### config.mk
export PLATFORM = sky130hd
export DESIGN_NAME = key_expansion
export DESIGN_NICKNAME = d
export VERILOG_FILES = /design/src/rtl/aes_pkg.sv /design/src/rtl/aes_sbox.sv /design/src/rtl/key_expansion.sv
export SDC_FILE = /design/constraint.sdc
export NUM_CORES = 2
export LEC_CHECK = 0
export ABC_AREA = 1
export ABC_CLOCK_PERIOD_IN_PS = 34600
export BUFFER_PORTS_ARGS = -buffer_cell sky130_fd_sc_hd__buf_4
export CORE_AREA = 5 5 604 606
export CTS_CLUSTER_SIZE = 10
export DETAILED_ROUTE_END_ITERATION = 10
export DIE_AREA = 0 0 609 611
export MAX_ROUTING_LAYER = met4
export SETUP_SLACK_MARGIN = 0.15
export SYNTH_ARGS = -nofsm -noshare
export SYNTH_HDL_FRONTEND = slang
export SYNTH_SLANG_ARGS = --single-unit
### constraint.sdc
create_clock -name clk -period 34.6 [get_ports clk]
set_clock_uncertainty 0.15 [all_clocks]
set_input_delay 1.73 -clock clk [delete_from_list [all_inputs] [get_ports clk]]
set_output_delay 1.73 -clock clk [all_outputs]
set_load 0.1 [all_outputs]
### src/rtl/aes_pkg.sv
`default_nettype none
// ============================================================================
// Module      : aes_pkg
// Description : Shared AES-128 constants, FSM state type and round-constant table.
// Revision    : 1.0 - initial release
// ============================================================================
package aes_pkg;

    localparam int NUM_ROUNDS   = 10;
    localparam int KEY_BITS     = 128;
    localparam int EXP_KEY_BITS = 1408;

    typedef enum logic [1:0] {
        ST_IDLE   = 2'd0,
        ST_EXPAND = 2'd1,
        ST_DONE   = 2'd2
    } state_t;

    // RCON[1..10]; any other round index yields zero.
    function automatic logic [7:0] rcon(input logic [3:0] rnd);
        logic [7:0] value;
        value = 8'h00;
        case (rnd)
            4'd1:    value = 8'h01;
            4'd2:    value = 8'h02;
            4'd3:    value = 8'h04;
            4'd4:    value = 8'h08;
            4'd5:    value = 8'h10;
            4'd6:    value = 8'h20;
            4'd7:    value = 8'h40;
            4'd8:    value = 8'h80;
            4'd9:    value = 8'h1b;
            4'd10:   value = 8'h36;
            default: value = 8'h00;
        endcase
        return value;
    endfunction

endpackage
`default_nettype wire

### src/rtl/aes_sbox.sv
`default_nettype none
// ============================================================================
// Module      : aes_sbox
// Description : 8-bit combinational AES forward S-box.
// Revision    : 1.0 - initial release
// ============================================================================
module aes_sbox (
    input  logic [7:0] value,
    output logic [7:0] subst
);

    // Entry for input 0x00 sits in the most significant byte.
    localparam logic [2047:0] C_SBOX_TABLE = {
        128'h637c777bf26b6fc53001672bfed7ab76,
        128'hca82c97dfa5947f0add4a2af9ca472c0,
        128'hb7fd9326363ff7cc34a5e5f171d83115,
        128'h04c723c31896059a071280e2eb27b275,
        128'h09832c1a1b6e5aa0523bd6b329e32f84,
        128'h53d100ed20fcb15b6acbbe394a4c58cf,
        128'hd0efaafb434d338545f9027f503c9fa8,
        128'h51a3408f929d38f5bcb6da2110fff3d2,
        128'hcd0c13ec5f974417c4a77e3d645d1973,
        128'h60814fdc222a908846eeb814de5e0bdb,
        128'he0323a0a4906245cc2d3ac629195e479,
        128'he7c8376d8dd54ea96c56f4ea657aae08,
        128'hba78252e1ca6b4c6e8dd741f4bbd8b8a,
        128'h703eb5664803f60e613557b986c11d9e,
        128'he1f8981169d98e949b1e87e9ce5528df,
        128'h8ca1890dbfe6426841992d0fb054bb16
    };

    logic [7:0]  w_rev_idx;
    logic [10:0] w_bit_base;

    assign w_rev_idx  = 8'hff - value;
    assign w_bit_base = {w_rev_idx, 3'b000};
    assign subst      = C_SBOX_TABLE[w_bit_base +: 8];

endmodule
`default_nettype wire

### src/rtl/key_expansion.sv
`default_nettype none
// ============================================================================
// Module      : key_expansion
// Description : Iterative AES-128 key schedule, one round key per clock.
// Revision    : 1.0 - initial release
// ============================================================================
module key_expansion
    import aes_pkg::*;
(
    input  logic                    clk,
    input  logic                    reset,
    input  logic [KEY_BITS-1:0]     key_in,
    input  logic                    key_valid,
    output logic                    key_ready,
    output logic [EXP_KEY_BITS-1:0] expanded_key,
    output logic                    expanded_valid
);

    state_t                r_state;
    logic [3:0]            r_rnd;
    logic [KEY_BITS-1:0]   r_slots [0:NUM_ROUNDS];
    logic                  r_key_ready;
    logic                  r_expanded_valid;

    logic [KEY_BITS-1:0]   w_prev_slot;
    logic [KEY_BITS-1:0]   w_next_slot;
    logic [31:0]           w_rot_word;
    logic [31:0]           w_sub_word;
    logic [31:0]           w_temp;
    logic [31:0]           w_w0;
    logic [31:0]           w_w1;
    logic [31:0]           w_w2;
    logic [31:0]           w_w3;

    // Previous slot (rnd-1) feeds the single shared round-step datapath.
    always_comb begin
        w_prev_slot = '0;
        for (int i = 0; i < NUM_ROUNDS; i++) begin
            if (r_rnd == 4'(i + 1)) begin
                w_prev_slot = r_slots[i];
            end
        end
    end

    assign w_rot_word = {w_prev_slot[23:0], w_prev_slot[31:24]};

    generate
        for (genvar g = 0; g < 4; g++) begin : g_sbox
            aes_sbox u_sbox (
                .value (w_rot_word[8*g +: 8]),
                .subst (w_sub_word[8*g +: 8])
            );
        end
    endgenerate

    assign w_temp      = w_sub_word ^ {rcon(r_rnd), 24'h000000};
    assign w_w0        = w_prev_slot[127:96] ^ w_temp;
    assign w_w1        = w_prev_slot[95:64]  ^ w_w0;
    assign w_w2        = w_prev_slot[63:32]  ^ w_w1;
    assign w_w3        = w_prev_slot[31:0]   ^ w_w2;
    assign w_next_slot = {w_w0, w_w1, w_w2, w_w3};

    always_ff @(posedge clk) begin
        if (reset) begin
            r_state          <= ST_IDLE;
            r_rnd            <= 4'd0;
            r_key_ready      <= 1'b1;
            r_expanded_valid <= 1'b0;
            for (int i = 0; i <= NUM_ROUNDS; i++) begin
                r_slots[i] <= '0;
            end
        end else begin
            case (r_state)
                ST_EXPAND: begin
                    for (int i = 1; i <= NUM_ROUNDS; i++) begin
                        if (r_rnd == 4'(i)) begin
                            r_slots[i] <= w_next_slot;
                        end
                    end
                    if (r_rnd == 4'(NUM_ROUNDS)) begin
                        r_state          <= ST_DONE;
                        r_key_ready      <= 1'b1;
                        r_expanded_valid <= 1'b1;
                    end else begin
                        r_rnd <= r_rnd + 4'd1;
                    end
                end
                default: begin
                    // IDLE and DONE both accept a new key; DONE restarts back-to-back.
                    if (key_valid) begin
                        r_state          <= ST_EXPAND;
                        r_rnd            <= 4'd1;
                        r_key_ready      <= 1'b0;
                        r_expanded_valid <= 1'b0;
                        r_slots[0]       <= key_in;
                        for (int i = 1; i <= NUM_ROUNDS; i++) begin
                            r_slots[i] <= '0;
                        end
                    end
                end
            endcase
        end
    end

    generate
        for (genvar g = 0; g <= NUM_ROUNDS; g++) begin : g_slot
            assign expanded_key[KEY_BITS*g +: KEY_BITS] = r_slots[g];
        end
    endgenerate

    assign key_ready      = r_key_ready;
    assign expanded_valid = r_expanded_valid;

endmodule
`default_nettype wire

==> impl_metrics.csv <==
group,metric,value,unit
worst_setup_path,start_kind,"register",
worst_setup_path,slowest_delay,0.73,ns
yosys,postSynthCellCount,8927,
worst_setup_path,timing.rr.start,"r_rnd[0]",
sta,rsz0062_at_grt,"no",
worst_setup_path,worstSetupPathDepth,33,
power_and_ir_drop,p_sw_share,48.8,%
floorplan,die_y,611,microns
clock_network,clock_path_buffers,4,
placement,gp_congestion,1.04,
yosys,synth-seq-cells,1423,
finish,final_common_cell,"nand2_1",
worst_setup_path,ff2ff_path_depth,33,
sta,finalSetupTns,0,ns
grt,antenna_found_initial,37,
worst_setup_path,arrival,9.36,ns
worst_setup_path,rr_endpoint,"r_slots[3][30]",
clock_network,ctsResizeCount,0,
grt,grt_max_degree,119,
sta,hold_viol,0,
clock_network,cts_buffers,181,
detailed_routing,vias_per_cell,5.32,
power_and_ir_drop,p_per_area,67.3,nW/um^2
detailed_routing,drtPass1Iterations,8,
detailed_routing,ant_nets,0,
detailed_routing,wl,616,mm
clock_network,cts.sinks,1423,
min_path,hp-class,"register to register",
finish,multi_input_area,30700,sq um
sta,tightest_slew,1.51,ns
clock_network,postCtsHoldBufs,0,
floorplan,initial_core_util,21.7,%
power_and_ir_drop,power_frac_comb,40.4,%
power_and_ir_drop,clkPwrFrac,27.1,%
grt,use_met2,48.7,%
finish,syn_to_final_growth,27.8,%
grt,grt_util_met3,9.97,%
sta,fmax,0.112,GHz
worst_setup_path,critical_path.top_delay_family,"simple AND/OR/NAND/NOR gates",
clock_network,cts_setup_buffers,0,
worst_setup_path,path_buf_inv,5,
floorplan,row_count,220,
run,cap_violations,0,
power_and_ir_drop,p_sw,3.25,mW
worst_setup_path,cp-end-kind,"register",
worst_setup_path,startpoint,"r_rnd[0]",
sta,relSlewSlack,-0.607,%
sta,period_needed,8.90,ns
power_and_ir_drop,p_leak,43.0,nW
finish,fin_nets,10400,
detailed_routing,num_vias,80400,
worst_setup_path,cp_common_cell,"nand2_1",
grt,grt_pass1_wl,781,mm
clock_network,insertion_delay,0.91,ns
yosys,synth.distinct_cells,52,
floorplan,io_pins,1541,
floorplan,die_w,609,microns
power_and_ir_drop,ir_worst_vdd,0.0441,mV
placement,port_buffers,1540,
worst_setup_path,r2r_setup_slack,25.70,ns
clock_network,cts_root_buffer,"clkbuf_16",
clock_network,cts_max_level,4,
grt,top_usage_layer,"met2",
worst_setup_path,required,35.06,ns
detailed_routing,wl_per_cell,40.8,microns
grt,grtUsageMet1,37.9,%
yosys,synth_nets,9123,
yosys,syn_avg_cell_area,8.69,sq um
sta,fin_crit_sh,25.7,%
sta,setup_viol,0,
placement,dp_hpwl,479,mm
detailed_routing,route.detailed.drc,0,
finish,fillers,38700,
worst_setup_path,worst_path_max_delay_cell,"nand2_1",
status,status,"finished with violations",
finish,drive_gt1_share,22.7,%
grt,first_global_vias,74500,
yosys,ys_warn_count,0,
power_and_ir_drop,p_seq_share,32.6,%
worst_setup_path,crit_type,"register to register",
floorplan,core,358000,sq um
yosys,seq_area_frac_synth,54.9,%
status,violations,"slew limit",
finish,finish.utilization,27.7,%
worst_setup_path,critPathCapture,"r_slots[3][30]",
detailed_routing,drtIter0Drc,12900,
floorplan,dieArea,372000,sq um
finish,layout_common_cells,"nand2_1, nor2_1, buf_4",
clock_network,path_clk_slew,0.06,ns
clock_network,cts_tree,"done",
grt,grt_use_total,32.4,%
yosys,syn_area,77600,sq um
power_and_ir_drop,intPower,3.42,mW
worst_setup_path,crit_path_max_fanout,24,
sta,drv_slew,4,
finish,register_area,42600,sq um
grt,overflow,0,
## cell usage after synthesis, drive strengths merged
master,instances,share of area [%]
a211oi,56,0.54
a21boi,8,0.13
a21oi,150,1.0
a221o,10,0.13
a221oi,31,0.35
a22oi,62,0.60
a31oi,3,0.024
buf,346,2.6
clkbuf,237,1.1
clkinv,1,0.0048
dfxtp,15,0.39
edfxtp,1408,54
ha,65,1.0
inv,454,2.2
nand2,2269,12
nand3,1485,10
nand3b,20,0.20
nand4,50,0.40
nor2,1796,8.9
nor3,12,0.11
o2111ai,77,0.87
o211ai,86,0.83
o21a,17,0.16
o21ai,224,1.5
o21bai,1,0.0097
o221ai,3,0.034
o22ai,3,0.024
or2,37,0.30
xor2,1,0.011
## metal layers
layer,routed length (microns),share of wire [%]
met1,229000,37
met2,270000,44
met3,69000,11
met4,49100,8.0
met5,0,0
## registers in the layout, summed over array words and instances, names as in the netlist, named ones only
signal,count
r_slots,1408
r_rnd,4
r_state,2
key_ready,1
## kinds of logic (layout without fill, tap and decap cells)
kind of cell	count (synthesis)	after routing	share of synthesized area [%]
AOI/OAI and AO/OA	731	731	6.21
xor gates and xnor gates	1	1	0.0113
adders and majority gates	65	65	1.05
buffers and inverters	1038	2433	5.96
DFF	1423	1423	54.9
other	0	23	0
and+or+nand+nor	5669	5669	31.9
## worst min-delay path by stage
stage	from	to	slack, ns	cells after the start
after global placement	r_state[0]	r_state[0]	0.30	1
final	key_ready	key_ready	0.32	2
after global routing	key_ready	key_ready	0.36	2
after CTS	key_ready	key_ready	0.32	2
after detailed placement	r_state[0]	r_state[0]	0.31	1
after floorplan	r_state[0]	r_state[0]	0.29	1
## area by class of cell
class	count	share of cell area, %
clock buffers	214	4.72
repair buffers	1712	13.0
diodes	23	0.0580
inverters	455	1.78
well taps	4773	6.02
flip-flops and latches	1423	42.9
clock inverters	52	0.530
multi-input cells	6466	30.9
## power by group through the flow
stage / combinational, mW / sequential (mW) / clock, mW
3_5_place_dp: 2.66 / 2.20 / 0
4_1_cts: 2.66 / 2.16 / 1.82
5_1_grt: 2.72 / 2.17 / 1.88
3_3_place_gp: 2.67 / 2.20 / 0
2_1_floorplan: 0.660 / 3.07 / 0
6_report: 2.69 / 2.17 / 1.80
## metrics by stage
stage	instance area, sq um	hold slack [ns]	setup slack (ns)	std cells	total power [mW]
2_1_floorplan	77600	0.290	22.46	8927	3.73
3_3_place_gp	93900	0.299	26.00	14800	4.87
3_5_place_dp	93900	0.312	26.03	14800	4.86
4_1_cts	99100	0.325	26.01	15100	6.65
5_1_grt	99200	0.356	25.60	15100	6.78
6_report	99200	0.319	25.70	15100	6.67
## tightest hold or removal path, cell delays in order, from the launching register on
cell and delay, ns:
dfxtp_1 0.32, nand2_1 0.06, nand2_1 0.04
Power figures use the tool's default switching activity.
